[src/rtl/mfu_add_sched.sv]
// Round-robin scheduler sharing one MFU element-wise vector adder between two requesters.
// Latches operands, holds the adder enabled until it completes or the watchdog expires, then returns a tagged result.
module mfu_add_sched #(
    parameter int DESIGN_SIZE = 10,
    parameter int DWIDTH      = 16,
    parameter int ADD_LATENCY = 4,
    parameter int TIMEOUT     = ADD_LATENCY + 8
) (
    input  logic                            clk,
    input  logic                            resetn,
    input  logic [1:0]                      req_valid,
    output logic [1:0]                      req_ready,
    input  logic [2*DESIGN_SIZE*DWIDTH-1:0] req_a,
    input  logic [2*DESIGN_SIZE*DWIDTH-1:0] req_b,
    output logic                            add_enable,
    output logic [DESIGN_SIZE*DWIDTH-1:0]   add_primary,
    output logic [DESIGN_SIZE*DWIDTH-1:0]   add_secondary,
    input  logic [DESIGN_SIZE*DWIDTH-1:0]   add_result,
    input  logic                            add_done,
    output logic                            resp_valid,
    input  logic                            resp_ready,
    output logic                            resp_id,
    output logic [DESIGN_SIZE*DWIDTH-1:0]   resp_data,
    output logic                            busy,
    output logic                            err_timeout
);
    localparam int VW = DESIGN_SIZE * DWIDTH;
    localparam int CW = $clog2(TIMEOUT + 1);
    localparam logic [CW-1:0] WD_LAST = CW'(TIMEOUT - 1);

    typedef enum logic [1:0] {IDLE, ISSUE, RESP} state_t;

    state_t        state_reg, state_next;
    logic [VW-1:0] port_a [2];
    logic [VW-1:0] port_b [2];
    logic [VW-1:0] op_a_reg, op_b_reg, resp_data_reg;
    logic          owner_reg, last_grant_reg, resp_id_reg, err_reg;
    logic [CW-1:0] wd_reg;
    logic          grant_any, grant_id, wd_expired;

    genvar gi;
    generate
        for (gi = 0; gi < 2; gi++) begin : g_port
            assign port_a[gi] = req_a[gi*VW +: VW];
            assign port_b[gi] = req_b[gi*VW +: VW];
        end
    endgenerate

    // Gated by resetn so req_ready reads 0 while reset is held, even with requests pending.
    always_comb begin
        grant_any = 1'b0;
        grant_id  = 1'b0;
        if (resetn && state_reg == IDLE && req_valid != 2'b00) begin
            grant_any = 1'b1;
            case (req_valid)
                2'b01:   grant_id = 1'b0;
                2'b10:   grant_id = 1'b1;
                default: grant_id = ~last_grant_reg;
            endcase
        end
    end

    assign req_ready  = {grant_any & grant_id, grant_any & ~grant_id};
    assign wd_expired = (wd_reg == WD_LAST);

    always_comb begin
        state_next = state_reg;
        case (state_reg)
            IDLE:    if (grant_any) state_next = ISSUE;
            ISSUE:   if (add_done || wd_expired) state_next = RESP;
            RESP:    if (resp_ready) state_next = IDLE;
            default: state_next = IDLE;
        endcase
    end

    always_ff @(posedge clk or negedge resetn) begin
        if (!resetn) begin
            state_reg      <= IDLE;
            op_a_reg       <= '0;
            op_b_reg       <= '0;
            owner_reg      <= 1'b0;
            last_grant_reg <= 1'b1;
            wd_reg         <= '0;
            resp_data_reg  <= '0;
            resp_id_reg    <= 1'b0;
            err_reg        <= 1'b0;
        end else begin
            state_reg <= state_next;
            case (state_reg)
                IDLE: begin
                    if (grant_any) begin
                        op_a_reg       <= port_a[grant_id];
                        op_b_reg       <= port_b[grant_id];
                        owner_reg      <= grant_id;
                        last_grant_reg <= grant_id;
                        wd_reg         <= '0;
                    end
                end
                ISSUE: begin
                    wd_reg <= wd_reg + 1'b1;
                    // A completion arriving on the last watchdog cycle still wins.
                    if (add_done) begin
                        resp_data_reg <= add_result;
                        resp_id_reg   <= owner_reg;
                    end else if (wd_expired) begin
                        resp_data_reg <= '0;
                        resp_id_reg   <= owner_reg;
                        err_reg       <= 1'b1;
                    end
                end
                default: ;
            endcase
        end
    end

    assign add_enable    = (state_reg == ISSUE);
    assign add_primary   = op_a_reg;
    assign add_secondary = op_b_reg;
    assign resp_valid    = (state_reg == RESP);
    assign resp_id       = resp_id_reg;
    assign resp_data     = resp_data_reg;
    assign busy          = (state_reg != IDLE);
    assign err_timeout   = err_reg;
endmodule

[config.mk]
export PLATFORM = sky130hd
export DESIGN_NAME = mfu_add_sched
export DESIGN_NICKNAME = d
export VERILOG_FILES = /design/src/rtl/mfu_add_sched.sv
export SDC_FILE = /design/constraint.sdc
export NUM_CORES = 1
export LEC_CHECK = 0
export CORE_AREA = 4 4 504 506
export CTS_CLUSTER_DIAMETER = 150
export DETAILED_ROUTE_END_ITERATION = 10
export DIE_AREA = 0 0 508 510
export GPL_TIMING_DRIVEN = 0
export PLACE_DENSITY = 0.3
export SYNTH_ARGS = -nofsm -noshare
export SYNTH_HDL_FRONTEND = slang
export SYNTH_SLANG_ARGS = --single-unit
[constraint.sdc]
create_clock -name clk -period 2.25 [get_ports clk]
set_input_delay 0.45 -clock clk [delete_from_list [all_inputs] [get_ports clk]]
set_output_delay 0.45 -clock clk [all_outputs]
set_load 0.005 [all_outputs]
# Yosys cells after proc, flatten, opt, wreduce, memory -nomap -nowiden
# Cells that the tools add are included.
[op_classes]
reduce_logical = 13
add_sub_neg = 1
bitwise_logic = 6
n_eq_ne = 8
n_lt_le_gt_ge = 1
mux = 19
[op_table]
columns = ["operator", "count"]
rows = [
  ["two-way mux 160 bit", 8],
  ["one-hot mux 4 bit (2 select lines)", 1],
  ["nonzero test 2 bit", 4],
  ["two-way mux 2 bit", 3],
  ["one-hot mux 2 bit (3 select lines)", 1],
  ["AND reduction 2 bit", 3],
  ["AND reduction 3 bit", 2],
  ["adder 4 x 1 -> 4 bit, second input constant", 1],
  ["equality test 2 x 1 -> 1 bit, second input constant", 2],
  ["equality test 2 bit, second input constant", 2],
  ["equality test 4 bit, second input constant", 1],
  ["two-way mux 1 bit", 4],
  ["two-way mux 4 bit", 1],
  ["inequality test 2 x 1 -> 1 bit, second input constant", 2],
  ["inverter 1 bit", 3],
  ["bitwise AND 1 bit", 2],
  ["greater-or-equal comparator 2 bit, second input constant", 1],
  ["logical AND 1 bit", 2],
  ["logical NOT 2 bit", 1],
  ["inequality test 2 bit, second input constant", 1],
  ["inverter 1 -> 2 bit", 1],
  ["one-hot mux 1 bit (2 select lines)", 1],
  ["logical OR 1 bit", 1],
]
[totals]
in_bits = 806
register_bits = 490
wordCells = 57

# Logic depth before layout (Yosys ltp)
# Gate-level depths: netlist (run 1).
[logic_depth]
ltp_word = 8
depth_mapped = 8

# Worst setup path before layout (run 1)
# Ideal clock, no wire load.
[synth_path]
kind = "input to output"
startpoint = "input port req_valid[0]"
endpoint = "output port req_ready[1]"
n_path_buf = 3
path_stages = 8
setup_slack_ns = 0.119
t_required_ns = 1.800
t_arrival_ns = 1.681
path_cell_list = "inv_1 -> ha_1 -> nand2b_1 -> buf_2 -> buf_2 -> clkbuf_1 -> nand2_1 -> nor2_1"
[synth_via]
elab_chain_cells = 4
[synth_rtl]
columns = ["item", "line_no", "text"]
rows = [
  ["start, declared", "11", "input logic [1:0] req_valid,"],
  ["equality test 2 bit, or another cell as far along", "55", "case (req_valid)"],
  ["one-hot mux 1 bit (2 select lines) / logical AND 1 bit (equally long branches)", "55, 53", ""],
  ["two-way mux 1 bit", "53", "if (resetn && state_reg == IDLE && req_valid != 2'b00) begin"],
  ["bitwise AND 1 bit (*)", "63", "assign req_ready = {grant_any & grant_id, grant_any & ~grant_id};"],
  ["end, declared", "12", "output logic [1:0] req_ready,"],
]
# Every way passes the cells marked *; elsewhere a longest branch is shown, timed or not.

# Final worst setup path (run 1)
[layout_path]
startpoint = "input port req_valid[0]"
endpoint = "output port req_ready[0]"
[layout_via]
elab_chain_cells = 5
[layout_rtl]
columns = ["item", "line_no"]
rows = [
  ["equality test 2 bit, or another cell as far along", "55"],
  ["one-hot mux 1 bit (2 select lines) / logical AND 1 bit (equally long branches)", "55, 53"],
  ["two-way mux 1 bit", "53"],
  ["inverter 1 bit", "63"],
  ["bitwise AND 1 bit (*)", "63"],
]
# Marks and branches as above.

==> results of run 1 <==
-- cells in the mapped netlist --
library cell,instances
nor4b_1,1
nor2_1,322
or4b_2,1
or2_2,1
dfstp_2,1
inv_2,1
clkbuf_1,129
buf_1,7
nand2b_1,4
nand2_1,5
and3b_1,1
and2b_1,1
dfrtp_1,489
o31ai_1,1
nand3b_1,1
a21oi_1,1
o21ai_2,1
a21o_1,1
o21ai_0,326
a22o_1,160
mux2_2,1
nand3_1,325
buf_2,98
and2_1,1
a31oi_1,320
nor2b_1,1
xor2_1,1
inv_1,3
buf_6,12
buf_4,4
ha_1,3
-- what timing repair did --
item,4_1_cts,5_1_grt
resized for setup,318,252
hold buffers,2,0
endpoints found under the hold margin,50,0
buffers inserted,17,14
setup endpoints to repair,600,324
pin swaps,2,1
cloned,0,13
-- cells in the final DEF (no fill, tap or decap), types with 24 or more instances in the layout --
cell type           n
dfrtp_1           468
buf_4              38
clkbuf_2           56
buf_12             26
nor2_1            321
diode_2            24
o21ai_0           318
clkbuf_1           83
dlygate4sd2_1     112
clkdlybuf4s50_1  1171
clkbuf_16          90
a22o_1            160
nand3_1           316
a31oi_1           318
buf_6              50
buf_2              25
-- cell families after synthesis --
logic type	count (synthesis)	share of synthesized area [%]
AO/OA/AOI/OAI	810	23.5
XOR/XNOR	1	0.0407
adder cells (fa/ha/maj)	3	0.175
buffers and inverters	254	5.49
flip-flops	490	57.0
multiplexers	1	0.0524
AND/OR/NAND/NOR	664	13.7
-- metal layers --
metal  track usage, %  share of wire (%)  up-vias
met5                0               0.18        -
met4             3.22                2.2       58
met3             6.30                 10      275
met2             25.3                 46     1297
met1             18.7                 41    12700
li1                 -                  -    11100
-- power by group through the flow --
stage	Sequential, mW	Combinational [mW]	Clock, mW
after floorplan	15.7	7.42	0
after global placement	16.4	25.3	0
after detailed placement	16.3	25.3	0
after CTS	16.3	25.4	13.5
after global routing	16.7	27.8	13.7
final	16.2	25.9	12.9
-- final cells by class --
cell class	instances	share of cell area, %
plain buffers	249	4.67
clock buffers	115	5.15
flip-flops and latches	490	28.5
clock inverters	22	0.941
well taps	3348	9.73
multi-input cells	1479	19.1
diodes	24	0.139
inverters	4	0.0465
repair buffers	1343	31.7
-- tightest hold or removal path, cell delays in order --
cell and delay [ns]:
buf_8 0.11, or4b_4 0.21, nand3_1 0.07, o21ai_0 0.08
-- through the flow --
| stage | instance area [um2] | hold WS [ns] | cells | utilization [%] |
|---|---|---|---|---|
| after floorplan | 21500 | 0.154 | 2223 | - |
| after global placement | 38600 | 0.479 | 6863 | 15.4 |
| after detailed placement | 38800 | 0.433 | 6868 | 15.5 |
| after CTS | 41900 | 0.170 | 7023 | 16.8 |
| after global routing | 43000 | 0.232 | 7058 | 17.2 |
| final | 43100 | 0.272 | 7074 | 17.2 |
-- how the worst max path moves through the flow --
stage	start	endpoint	slack, ns	cells after the start
2_1_floorplan	req_valid[0]	req_ready[1]	0.12	8
3_3_place_gp	resetn	add_secondary[59]$_DFFE_PN0P_	-26.91	1
4_1_cts	last_grant_reg$_DFFE_PN1P_	req_ready[0]	-0.46	6
6_report	req_valid[0]	req_ready[0]	-0.40	9
3_5_place_dp	req_valid[0]	req_ready[1]	-2.45	10
5_1_grt	state_reg[1]$_DFFE_PN0P_	req_ready[0]	-0.45	4
==> tab_implementation.tex, run 1 <==
\begin{tabular}{lr}
\hline
Metric & Value \\
\hline
\multicolumn{2}{l}{\textbf{Status}} \\
\quad Run status & complete, but fails checks \\
\quad Violations in the final reports & setup timing \\
\multicolumn{2}{l}{\textbf{Worst setup path}} \\
\quad Startpoint type of the worst setup path & input pin \\
\quad Depth of the worst register-to-register path & 10 \\
\quad Crit path cell chain & clkdlybuf4s50\_1 -> inv\_1 -> ha\_4 -> nand2b\_4 -> buf\_12 -> buf\_12 -> buf\_12 -> a21oi\_4 -> buf\_6 \\
\quad Launch instance of the worst register-to-register path & state\_reg[1]\$\_DFFE\_PN0P\_ \\
\quad FF-to-FF setup slack & -0.03 ns \\
\quad Destination of the worst register-to-register timing path & add\_secondary[82]\$\_DFFE\_PN0P\_ \\
\quad Top delay family on crit path & buffers and inverters \\
\quad Worst Setup End Kind & primary output \\
\quad Data arrival time at the worst-slack endpoint & 2.20 ns \\
\quad Maximum net fanout on the critical path & 10 \\
\quad CP Class & in2out \\
\quad Required @ worst endpoint & 1.80 ns \\
\quad Cell repeated most along the worst path & buf\_12 \\
\quad Max stage delay cell, worst path & clkdlybuf4s50\_1 \\
\quad Delay of the slowest critical-path stage & 0.46 ns \\
\quad Buffers plus inverters on the worst setup path & 6 \\
\multicolumn{2}{l}{\textbf{Power}} \\
\quad Internal power contribution & 33.5 mW \\
\quad Clock power share & 23.5\% \\
\quad Switching power summed over all nets & 21.5 mW \\
\quad Pwr Total & 55.0 mW \\
\quad Peak supply drop & 0.473 mV \\
\quad Combinational Power Share & 47.1\% \\
\quad Sw Ratio & 39.1\% \\
\quad Ratio of total power to cell area & 1280 mW/mm2 \\
\quad Leakage power summed over all cells & 16.3 nW \\
\quad Sequential group share of total power & 29.4\% \\
\multicolumn{2}{l}{\textbf{Finish}} \\
\quad Multi-input logic area & 0.00822 mm2 \\
\quad Area taken by flip-flops and latches & 0.0123 mm2 \\
\quad Post-layout net count & 4453 \\
\quad Fill cell total of the finished layout & 28300 \\
\quad Post-synthesis to final-layout area growth & 100\% \\
\quad Share of final-layout standard cells stronger than drive strength 1 & 10.9\% \\
\multicolumn{2}{l}{\textbf{Floorplanning}} \\
\quad Starting utilization of the core area & 8.60\% \\
\quad Die Area & 0.259 mm2 \\
\quad Number of I/O pins & 1293 \\
\quad Cell row count & 184 \\
\quad Die Width & 508 um \\
\quad Vertical die dimension & 510 um \\
\quad Core region area & 0.250 mm2 \\
\multicolumn{2}{l}{\textbf{Hold path}} \\
\quad HP Start & resetn \\
\quad Worst min-delay path category & in2reg \\
\quad Worst Hold Path Cells & 4 \\
\quad Worst Hold End & wd\_reg[3]\$\_DFFE\_PN0P\_ \\
\multicolumn{2}{l}{\textbf{Place}} \\
\quad Worst setup slack after placement & -2.45 ns \\
\quad Final HPWL from detailed placement & 173000 um \\
\quad Routability cong. & 0.905 \\
\quad Count of buffers inserted at the top-level ports & 1292 \\
\multicolumn{2}{l}{\textbf{Logic synthesis}} \\
\quad Post-synth top area share & 56.9\% \\
\quad Mapped Nets & 3032 \\
\quad Ranking of synthesized cells by area & dfrtp\_1, a31oi\_1, o21ai\_0, nand3\_1, a22o\_1 \\
\quad Mapped Area & 0.0215 mm2 \\
\quad Cell accounting for the most synthesized area & dfrtp\_1 \\
\quad Sequential fraction of the synthesis area & 57.0\% \\
\quad Number of unique standard cell types used by synthesis & 31 \\
\quad Flops \& latches, synth & 490 \\
\quad Instance count of the mapped netlist & 2223 \\
\quad Synth warn & 0 \\
\quad Mean area per synthesized cell & 9.67 um2 \\
\multicolumn{2}{l}{\textbf{Clock tree}} \\
\quad Number of buffers inserted during clock tree synthesis & 77 \\
\quad Clk slew on worst S/H paths & 0.06 ns \\
\quad TritonCTS clock tree & built \\
\quad Maximum clock insertion buffer count & 3 \\
\quad Number of clock sinks seen by CTS & 490 \\
\quad Maximum level of the CTS H-tree & 3 \\
\quad Source-to-sink clock delay at the later pin of the worst-skew pair & 0.69 ns \\
\quad CTS root buffer & clkbuf\_16 \\
\multicolumn{2}{l}{\textbf{Timing}} \\
\quad Final TNS setup & -0.893 ns \\
\quad Worst relative slew slack & 52.3\% \\
\quad Unrepaired setup endpoints after global routing & true \\
\quad Number of hold violations in the final report & 0 \\
\quad Fraction of the cycle the final worst path needs & 118\% \\
\quad Final setup margin & -0.404 ns \\
\quad Setup clock skew after layout & 0.0366 ns \\
\quad Fmax achieved & 377 MHz \\
\quad Pin slew with the least headroom to its limit & 0.716 ns \\
\quad Min Tclk post-route & 2.65 ns \\
\quad Number of pins exceeding their max-slew limit in the final report & 0 \\
\quad Setup-failing EPs final & 9 \\
\multicolumn{2}{l}{\textbf{GRT}} \\
\quad Global-route wire length before repair & 268000 um \\
\quad Number of antenna violations at the first check in global routing & 105 \\
\quad Global-route usage over all layers & 15.3\% \\
\quad Pin count of the biggest net entering global routing & 95 \\
\quad Number of global-route vias before repair & 26400 \\
\quad GRT Residual Overflow & 0 \\
\multicolumn{2}{l}{\textbf{Route}} \\
\quad DR iter-0 viols & 1570 \\
\quad Wire length per cell & 29.8 um \\
\quad DRC Markers & 0 \\
\quad Post-detailed-routing wire length & 211000 um \\
\quad Via count & 25400 \\
\quad Number of nets with antenna violations after detailed routing & 0 \\
\quad Drt first pass iters & 5 \\
\quad Via-to-Cell Ratio & 3.59 \\
\multicolumn{2}{l}{\textbf{Run}} \\
\quad Count of maximum capacitance violations & 0 \\
\hline
\end{tabular}
No activity file was read; power rests on OpenSTA's default activity.
==> inputs of run 2 (changes only) <==
PLACE_DENSITY = unset   (was 0.3)
PLACE_DENSITY_LB_ADDON = 0.15   (was unset)
clock period = 2.6 ns   (was 2.25 ns; I/O delays follow)
==> run 2 against run 1 <==
The flow still finishes with violations (setup timing). Critical endpoint unchanged. Design area fell by 2.6%. Clock skew decreased by 0.012 ns. Clock power decreased by 15%.
==> tab_implementation.tex, run 2 (synthesized netlist as in run 1, its figures left out) <==
\begin{tabular}{lr}
\hline
Metric & Value \\
\hline
\multicolumn{2}{l}{\textbf{Status}} \\
\quad Run status & complete, but fails checks \\
\quad Violations in the final reports & setup timing \\
\multicolumn{2}{l}{\textbf{Power}} \\
\quad Leakage power summed over all cells & 15.7 nW (-4.0\%) \\
\quad Ratio of total power to cell area & 1110 mW/mm2 (-13\%) \\
\quad Peak supply drop & 0.428 mV (-9.5\%) \\
\multicolumn{2}{l}{\textbf{Finish}} \\
\quad Commonest cells after routing, fill and taps aside & clkdlybuf4s50\_1, dfrtp\_1, nand3\_1 \\
\quad Share of final-layout standard cells stronger than drive strength 1 & 8.19\% (-2.8 points) \\
\quad Share of the core filled with cells in the final layout & 16.8\% (-0.44 points) \\
\quad Post-layout net count & 4425 (-0.63\%) \\
\quad Commonest non-fill, non-tap cell in the layout & clkdlybuf4s50\_1 \\
\quad Fill cell total of the finished layout & 28300 (-0.21\%) \\
\quad Post-synthesis to final-layout area growth & 95.1\% \\
\quad Post-route non-filler standard cell count & 7057 (-0.24\%) \\
\multicolumn{2}{l}{\textbf{Worst setup path}} \\
\quad CP Class & reg2out \\
\quad FF-to-FF setup slack & 0.14 ns (+0.17 ns) \\
\quad Worst Setup End Kind & primary output \\
\quad Data arrival time at the worst-slack endpoint & 2.25 ns (+0.05 ns) \\
\quad Launch instance of the worst register-to-register path & last\_grant\_reg\$\_DFFE\_PN1P\_ \\
\quad Maximum net fanout on the critical path & 4 (-6) \\
\quad Required @ worst endpoint & 2.08 ns (+0.28 ns) \\
\quad Startpoint type of the worst setup path & register \\
\quad Start point of the critical path & state\_reg[1]\$\_DFFE\_PN0P\_ \\
\multicolumn{2}{l}{\textbf{Clock tree}} \\
\quad CTS root buffer & clkbuf\_16 \\
\quad Clk slew on worst S/H paths & 0.06 ns (about the same) \\
\quad Maximum clock insertion buffer count & 3 (unchanged) \\
\quad Source-to-sink clock delay at the later pin of the worst-skew pair & 0.70 ns (about the same) \\
\quad Number of buffers inserted during clock tree synthesis & 76 (-1.3\%) \\
\quad Number of clock sinks seen by CTS & 490 (unchanged) \\
\quad Maximum level of the CTS H-tree & 3 (unchanged) \\
\quad TritonCTS clock tree & built \\
\multicolumn{2}{l}{\textbf{Timing}} \\
\quad Worst relative slew slack & 29.9\% (-22 points) \\
\quad Min Tclk post-route & 2.77 ns \\
\quad Final setup margin & -0.168 ns (+0.236 ns) \\
\quad Number of hold violations in the final report & 0 (unchanged) \\
\quad Fraction of the cycle the final worst path needs & 106\% \\
\quad Number of pins exceeding their max-slew limit in the final report & 0 (unchanged) \\
\quad Setup clock skew after layout & 0.0247 ns (-0.0119 ns) \\
\quad Fmax achieved & 361 MHz \\
\quad Pin slew with the least headroom to its limit & 1.05 ns (+0.336 ns) \\
\quad Setup-failing EPs final & 2 (-7) \\
\quad Unrepaired setup endpoints after global routing & true \\
\quad Final TNS setup & -0.296 ns (+0.596 ns) \\
\multicolumn{2}{l}{\textbf{Route}} \\
\quad Wire length per cell & 29.3 um (-2.0\%) \\
\quad Via count & 25200 (-0.88\%) \\
\quad Drt first pass iters & 5 (unchanged) \\
\quad DRC Markers & 0 (unchanged) \\
\quad Via-to-Cell Ratio & 3.57 (-0.65\%) \\
\quad Post-detailed-routing wire length & 206000 um (-2.2\%) \\
\quad DR iter-0 viols & 1403 (-11\%) \\
\quad Number of nets with antenna violations after detailed routing & 0 (unchanged) \\
\multicolumn{2}{l}{\textbf{Place}} \\
\quad Count of buffers inserted at the top-level ports & 1292 (unchanged) \\
\quad Final HPWL from detailed placement & 168000 um (-2.9\%) \\
\quad Routability cong. & 0.893 (-1.3\%) \\
\quad Number of cells after detailed placement & 6869 (+0.015\%) \\
\multicolumn{2}{l}{\textbf{GRT}} \\
\quad Global-route wire length before repair & 266000 um (-0.76\%) \\
\quad Highest-utilization routing layer at the global route stage & met2 \\
\quad Number of antenna violations at the first check in global routing & 93 (-11\%) \\
\quad Pin count of the biggest net entering global routing & 93 (-2.1\%) \\
\quad Met1 Use GR & 17.6\% (-1.1 points) \\
\quad GR Layer Usage met2 & 24.9\% (-0.37 points) \\
\quad Global-route usage over all layers & 15.2\% (-0.092 points) \\
\quad Global-route track usage on met3 & 7.06\% (+0.75 points) \\
\quad GRT Residual Overflow & 0 (unchanged) \\
\quad Number of global-route vias before repair & 26400 (-0.095\%) \\
\multicolumn{2}{l}{\textbf{Floorplanning}} \\
\quad Number of I/O pins & 1293 (unchanged) \\
\quad Die Area & 0.259 mm2 (unchanged) \\
\quad Cell row count & 184 (unchanged) \\
\quad Core region area & 0.250 mm2 (unchanged) \\
\quad Starting utilization of the core area & 8.60\% (unchanged) \\
\quad Vertical die dimension & 510 um (unchanged) \\
\quad Die Width & 508 um (unchanged) \\
\multicolumn{2}{l}{\textbf{Hold path}} \\
\quad Worst min-delay path category & in2async \\
\multicolumn{2}{l}{\textbf{Run}} \\
\quad Count of maximum capacitance violations & 0 (unchanged) \\
\hline
\end{tabular}
## run 2: final cells by class
| type | count | area, um2 | share of cell area, % |
|---|---|---|---|
| Timing Repair Buffer | 1319 | 13400 | 31.9 |
| Tap cell | 3348 | 4190 | 9.98 |
| Multi-Input combinational cell | 1479 | 8100 | 19.3 |
| Inverter | 4 | 20.0 | 0.0477 |
| Clock inverter | 23 | 307 | 0.731 |
| Antenna cell | 33 | 82.6 | 0.197 |
| Sequential cell | 490 | 12300 | 29.2 |
| Buffer | 246 | 1340 | 3.19 |
| Clock buffer | 115 | 2280 | 5.43 |
## run 2: where the power goes
part	internal, mW	total [mW]	switching (mW)
Sequential	11.3	13.9	2.56
Combinational	10.6	21.8	11.1
Clock	6.48	11.0	4.52
## run 2: worst paths after layout
check	end	cells after the start
max in group asynchronous	resp_data[142]$_DFFE_PN0P_	4
max reg2reg	add_primary[39]$_DFFE_PN0P_	5
min reg2reg	err_timeout$_DFFE_PN0P_	1
max	req_ready[0]	3
min in group clk	add_primary[127]$_DFFE_PN0P_	3
min	add_primary[127]$_DFFE_PN0P_	3
## run 2: metrics by stage
step | total power, mW | cell area (um2) | worst slack, ns | hold slack, ns
global route | 49.5 | 41900 | -0.346 | 0.00594
detailed placement | 36.0 | 38800 | -2.00 | 0.453
global placement | 36.2 | 38600 | -27.27 | 0.444
finish | 46.6 | 42000 | -0.168 | 0.0222
floorplan | 20.0 | 21500 | 0.329 | 0.224
CTS | 47.9 | 41800 | -0.368 | 0.00522
## run 2: critical path, stage by stage, from the launching register on
cell,delay [ns]
dfrtp_2,0.45
or4b_4,0.62
a21oi_4,0.30
buf_2,0.18
## run 2: layer usage
| layer | part of all wire, % | wire [um] | up-vias |
|---|---|---|---|
| li1 | - | - | 11000 |
| met1 | 39 | 81000 | 12600 |
| met2 | 47 | 96200 | 1196 |
| met3 | 11 | 22500 | 262 |
| met4 | 3.0 | 6280 | 82 |
| met5 | 0.26 | 529 | - |
## run 2: repair_timing
item / CTS / global route
hold buffers: 6 / 0
setup endpoints to repair: 409 / 55
pin swaps: 1 / 3
cloned: 2 / 0
gates resized for setup: 92 / 31
buffers inserted: 9 / 4
endpoints found under the hold margin: 98 / 0
